--- config.mk ---
export PLATFORM = sky130hd
export DESIGN_NAME = mem_stage_ctrl
export DESIGN_NICKNAME = d
export VERILOG_FILES = /design/src/rtl/rv32i_types.sv /design/src/rtl/load_store_align.sv /design/src/rtl/mem_stage_ctrl.sv
export SDC_FILE = /design/constraint.sdc
export NUM_CORES = 1
export LEC_CHECK = 0
export ABC_AREA = 1
export CORE_ASPECT_RATIO = 1.2
export CORE_MARGIN = 2
export CORE_UTILIZATION = 40
export CTS_CLUSTER_DIAMETER = 30
export DETAILED_ROUTE_END_ITERATION = 10
export PLACE_DENSITY = 0.75
export RECOVER_POWER = 50
export SLEW_MARGIN = 5
export SYNTH_ARGS = -nofsm -noshare
export SYNTH_HDL_FRONTEND = slang
export SYNTH_SLANG_ARGS = --single-unit
export TNS_END_PERCENT = 100
--- constraint.sdc ---
create_clock -name clk -period 1.5 [get_ports clk]
set_input_delay 0.3 -clock clk [delete_from_list [all_inputs] [get_ports clk]]
set_output_delay 0.3 -clock clk [all_outputs]
set_load 0.02 [all_outputs]
--- src/rtl/rv32i_types.sv ---
// Shared RV32I pipeline types: memory-stage FSM states and load/store width codes.
package rv32i_types;

  typedef enum logic [1:0] {
    IDLE = 2'd0,
    REQ  = 2'd1,
    DONE = 2'd2
  } mem_state_t;

  // funct3 width codes for loads
  localparam logic [2:0] LB  = 3'b000;
  localparam logic [2:0] LH  = 3'b001;
  localparam logic [2:0] LW  = 3'b010;
  localparam logic [2:0] LBU = 3'b100;
  localparam logic [2:0] LHU = 3'b101;

  // funct3 width codes for stores
  localparam logic [2:0] SB  = 3'b000;
  localparam logic [2:0] SH  = 3'b001;
  localparam logic [2:0] SW  = 3'b010;

  // Byte-enable pattern for a store before lane shifting; 0 for unknown widths.
  function automatic logic [3:0] store_base_mask(input logic [2:0] funct3);
    logic [3:0] m;
    case (funct3)
      SB:      m = 4'b0001;
      SH:      m = 4'b0011;
      SW:      m = 4'b1111;
      default: m = 4'b0000;
    endcase
    return m;
  endfunction

endpackage

--- src/rtl/load_store_align.sv ---
// Combinational byte-lane alignment for the memory stage: store mask/data,
// load extract/extend, and misalignment detection.
module load_store_align
  import rv32i_types::*;
(
  input  logic        data_read,
  input  logic        data_write,
  input  logic [2:0]  funct3,
  input  logic [1:0]  byte_off,
  input  logic [31:0] store_data,
  input  logic [31:0] rdata,
  output logic        misaligned,
  output logic [3:0]  wmask,
  output logic [31:0] wdata,
  output logic [31:0] load_ext
);

  logic [31:0] rdata_shifted;

  // Flag halfword/word accesses that straddle their natural boundary.
  always_comb begin
    misaligned = 1'b0;
    if (data_read || data_write) begin
      if ((funct3 == LH || funct3 == LHU) && byte_off[0]) begin
        misaligned = 1'b1;
      end else if (funct3 == LW && byte_off != 2'b00) begin
        misaligned = 1'b1;
      end
    end
  end

  // Shift store mask and data into the addressed byte lanes.
  always_comb begin
    wmask = 4'b0000;
    if (data_write) begin
      wmask = store_base_mask(funct3) << byte_off;
    end
    wdata = store_data << {byte_off, 3'b000};
  end

  // Bring the addressed lane down to bit 0, then extend by width.
  always_comb begin
    rdata_shifted = rdata >> {byte_off, 3'b000};
    case (funct3)
      LB:      load_ext = {{24{rdata_shifted[7]}}, rdata_shifted[7:0]};
      LBU:     load_ext = {24'h000000, rdata_shifted[7:0]};
      LH:      load_ext = {{16{rdata_shifted[15]}}, rdata_shifted[15:0]};
      LHU:     load_ext = {16'h0000, rdata_shifted[15:0]};
      LW:      load_ext = rdata_shifted;
      default: load_ext = 32'h0000_0000;
    endcase
  end

endmodule

--- src/rtl/mem_stage_ctrl.sv ---
// Memory-stage controller: issues one data-cache request per load/store held in
// MEM, stalls the pipeline until the response, and registers the load result.
module mem_stage_ctrl
  import rv32i_types::*;
#(
  parameter int unsigned STALL_CNT_W = 32
) (
  input  logic                   clk,
  input  logic                   rst,
  input  logic                   data_read_mem,
  input  logic                   data_write_mem,
  input  logic [2:0]             funct3_mem,
  input  logic [31:0]            alu_out_mem,
  input  logic [31:0]            data_wdata_mem,
  input  logic                   hold_ext,
  output logic [31:0]            dmem_addr,
  output logic                   dmem_read,
  output logic                   dmem_write,
  output logic [3:0]             dmem_wmask,
  output logic [31:0]            dmem_wdata,
  input  logic [31:0]            dmem_rdata,
  input  logic                   dmem_resp,
  output logic [31:0]            load_data_mem,
  output logic                   mem_stall,
  output logic                   misaligned,
  output logic [STALL_CNT_W-1:0] stall_cycles
);

  mem_state_t  state_q;
  logic        acc;
  logic [3:0]  wmask_c;
  logic [31:0] wdata_c;
  logic [31:0] load_ext;

  load_store_align u_align (
    .data_read  (data_read_mem),
    .data_write (data_write_mem),
    .funct3     (funct3_mem),
    .byte_off   (alu_out_mem[1:0]),
    .store_data (data_wdata_mem),
    .rdata      (dmem_rdata),
    .misaligned (misaligned),
    .wmask      (wmask_c),
    .wdata      (wdata_c),
    .load_ext   (load_ext)
  );

  // A real access is one the cache may see; misaligned ones never issue.
  always_comb begin
    acc = (data_read_mem | data_write_mem) & ~misaligned;
  end

  // Stall from the first IDLE cycle of an access through the response cycle.
  always_comb begin
    mem_stall = ((state_q == IDLE) && acc) || (state_q == REQ);
  end

  // Request FSM; request outputs are registered and frozen for all of REQ.
  always_ff @(posedge clk) begin
    if (rst) begin
      state_q       <= IDLE;
      dmem_read     <= 1'b0;
      dmem_write    <= 1'b0;
      dmem_addr     <= 32'h0000_0000;
      dmem_wmask    <= 4'b0000;
      dmem_wdata    <= 32'h0000_0000;
      load_data_mem <= 32'h0000_0000;
    end else begin
      case (state_q)
        IDLE: begin
          if (acc) begin
            state_q    <= REQ;
            dmem_read  <= data_read_mem;
            dmem_write <= data_write_mem;
            dmem_addr  <= {alu_out_mem[31:2], 2'b00};
            dmem_wmask <= data_write_mem ? wmask_c : 4'b0000;
            dmem_wdata <= data_write_mem ? wdata_c : 32'h0000_0000;
          end
        end
        REQ: begin
          if (dmem_resp) begin
            state_q       <= DONE;
            dmem_read     <= 1'b0;
            dmem_write    <= 1'b0;
            dmem_addr     <= 32'h0000_0000;
            dmem_wmask    <= 4'b0000;
            dmem_wdata    <= 32'h0000_0000;
            // Stores leave a zero result so MEM/WB never sees stale load data.
            load_data_mem <= dmem_read ? load_ext : 32'h0000_0000;
          end
        end
        DONE: begin
          // Wait out any external freeze so the same instruction is not reissued.
          if (!hold_ext) begin
            state_q <= IDLE;
          end
        end
        default: state_q <= IDLE;
      endcase
    end
  end

  // Saturating count of cycles this block held the pipeline.
  always_ff @(posedge clk) begin
    if (rst) begin
      stall_cycles <= '0;
    end else if (mem_stall && (stall_cycles != {STALL_CNT_W{1'b1}})) begin
      stall_cycles <= stall_cycles + STALL_CNT_W'(1);
    end
  end

endmodule

==> results of run 1 <==
-- worst max-delay path, delay by kind of cell (launching register included) --
kind / cells / cell delay, ps
compound gates: 1 / 160
buf+inv: 2 / 230
flops: 1 / 370
simple gates: 7 / 730
-- area by class of cell --
cell class,instances,area [um^2],share of cell area (%)
multi-input cells,842,4250,36.3
repair buffers,372,3560,30.4
flip-flops and latches,134,2760,23.6
clock buffers,24,503,4.30
well taps,220,275,2.35
inverters,59,231,1.98
clock inverters,7,115,0.984
-- metrics by stage --
step                      TNS (ps)  hold slack [ps]  power [mW]  cells
final                         -466              316        10.7   1658
after global routing         -3660              314        11.1   1658
after CTS                     -459              293        10.6   1646
after detailed placement    -71830              454        5.98   1593
after global placement      -65940              452        5.95   1593
after floorplan               -366              460        4.93   1114
-- per-layer routing --
| layer | GRT usage, % | part of all wire [%] | vias to the layer above |
|---|---|---|---|
| li1 | - | - | 4275 |
| met1 | 33.0 | 40 | 4111 |
| met2 | 45.4 | 49 | 436 |
| met3 | 5.22 | 7.1 | 88 |
| met4 | 11.1 | 4.2 | 0 |
| met5 | 0 | 0 | - |
-- worst max-delay path by stage --
stage,to
global placement,misaligned
floorplan,stall_cycles[0]$_SDFFE_PP0P_
global route,stall_cycles[24]$_SDFFE_PP0P_
detailed placement,mem_stall
CTS,mem_stall
finish,stall_cycles[24]$_SDFFE_PP0P_
-- state kept, by name, summed over array words and instances (netlist names) --
| register | flops |
|---|---|
| state_q | 2 |
| dmem_wdata | 32 |
| dmem_read | 1 |
| dmem_wmask | 4 |
| dmem_addr | 30 |
| load_data_mem | 32 |
| stall_cycles | 32 |
| dmem_write | 1 |
-- cell usage after synthesis --
master    count  area share, %
dfxtp_1     134             38
nor2_2        4           0.35
ha_1          1           0.18
or2_2         1          0.088
buf_2        15            1.1
xnor2_1       5           0.62
nand3_2       1           0.14
clkinv_1      1          0.053
nand2_1     338             18
inv_1        53            2.8
nand4_1       3           0.26
o21ai_0      36            2.5
clkbuf_1     43            2.3
nand3_1     181             13
inv_2         5           0.26
conb_1        1          0.053
xor2_1        8           0.99
nand2_2       6           0.53
buf_4        11            1.2
buf_6         2           0.32
a21oi_1     140            9.9
nor2_4        1           0.16
nand4_4       1           0.30
nor2_1       94            5.0
nor3_1        2           0.14
o211ai_1     15            1.6
buf_1         8           0.42
nand3b_1      2           0.21
nand2_4       1           0.16
-- power by group through the flow --
stage	Sequential, mW	Clock (mW)	Combinational, mW
after floorplan	4.04	0	0.891
after global placement	3.87	0	2.09
after detailed placement	3.87	0	2.10
after CTS	3.78	4.45	2.33
after global routing	3.80	4.61	2.69
final	3.78	4.41	2.51
-- cells by family after synthesis --
kind of cell	Yosys count
AND/OR/NAND/NOR	635
AO/OA/AOI/OAI	191
buffers and inverters	138
flip-flops	134
XOR/XNOR	13
adder cells (fa/ha/maj)	1
other	1
-- timing repair --
| item | 4_1_cts | 5_1_grt |
|---|---|---|
| endpoints found under the setup margin | 243 | 151 |
| gates resized for setup | 234 | 122 |
| pin swaps | 29 | 58 |
| setup buffers | 19 | 13 |
| cloned | 5 | 5 |
==> run metrics, run 1 <==
Placeable Area=17400 um^2; P_int=7.70 mW; ANT cells=0; Sink Count=134; Final setup viols=14; xor/xnor cell area share of the yosys netlist=1.61%; Synth warnings=0; final number of hold-violating endpoints=0; layout cells sized above 1=21.9%; fin crit share=107%; max incr delay on CP=370 ps; Critical Path End Type=flop; multiplexer share of the synthesized area=0%; Worst EP arrival=1930 ps; DP Area=10400 um^2; io pins=241; status=finished, violations left; worst setup path class=reg2reg; top fanout value on the critical path=8; Cell variety after synth=29; die width=126 um; CTS Root Cell=clkbuf_16; Post-DRT Antenna Nets=0; hold depth=2; commonest non-fill, non-tap cell in the layout=nand2_1; filler cell count=1558; die area=18800 um^2; GRT Residual Overflow=0; CTS Buf Count=17; R2R depth=10; Reg clk slew, reported paths=60 ps; Rows=53; htree depth=4; maximum VDD drop=0.713 mV; crit path cell chain=nand2_2 -> nor2_2 -> nand2_2 -> nor2_4 -> nand2_4 -> nand2_8 -> buf_6 -> buf_8 -> nand2_4 -> a21oi_2; WL/cell=16.4 um; routability cong.=0.964; CTS tree=built; Worst Skew=10.0 ps; area of the mapped netlist=7090 um^2; switch share=28.0%; Worst Max-Slew Pin Slew=536 ps; 1st-iter DRT viols=767; most frequent cells in the layout=321 x nand2_1, 165 x nand3_1, 119 x a21oi_1, 110 x dlygate4sd2_1, 101 x dfxtp_1; Via-to-Cell Ratio=5.37; Worst setup SP type=flop; initial antenna violation count=0; DR vias=8910; Hold Crit Class=in2reg; net switching power=3.00 mW; Max-Cap Viols=0; Post-Syn Instances=1113; adder-cell share of the synthesized area=0.176%; Syn Area/Cell=6.37 um^2; largest family of logic cells by synthesized area=simple AND/OR/NAND/NOR gates; register bit total from synthesis=134; Tmin final=1600 ps; Max Fclk=0.625 GHz; Slew headroom=64.3%; dpl ws=-779 ps; DPL Wire Length=18100 um; Power Dens Cells=915 nW/um^2; final instance area=11700 um^2; Simple-Gate Fraction of Synth Area=38.0%; Reg2Reg Launch Point=stall_cycles[12]$_SDFFE_PP0P_; failing checks=setup timing; routed wire length=27200 um; leak pwr=5.12 nW; Buffers on Ports=238; slowest cell on the critical path=dfxtp_4; Setup crit start=stall_cycles[12]$_SDFFE_PP0P_; final worst setup slack=-100 ps; hold_buf cts=0; Total GRT Usage=26.7%; largest net degree at the start of global routing=49; vias in the first global route=7997; Hold Startpoint=rst; Slew Viols, Final=0; WHS Endpoint=dmem_wdata[18]$_SDFFE_PP0P_; CP required=1830 ps; sequential area share after synthesis=37.8%; first-pass GRT wire length=40600 um; layout overhead on the synthesized area=64.9%; Clk pwr share=41.2%; Comb power frac=23.4%; sequential share of power=35.4%; Synth Area in Compound Gates=14.0%; unrepaired setup endpoints after global routing=yes; die height=150 um; final core occ=67.1%; drt pass-1 iters=6; Final Net Count=1532; R2R Path End=stall_cycles[24]$_SDFFE_PP0P_; clock buffer depth=2; clock latency on the worst-skew pair=420 ps; Remaining DRCs=0; internal reg-to-reg setup slack=-100 ps; starting density of the core=40.7%
(Power assumes the default switching activity.)
==> inputs of run 2 (changes only) <==
CAP_MARGIN = 20   (was unset)
CTS_CLUSTER_DIAMETER = 100   (was 30)
==> results of run 2 <==
Final layout, timing and power as in run 1 (identical DEF).
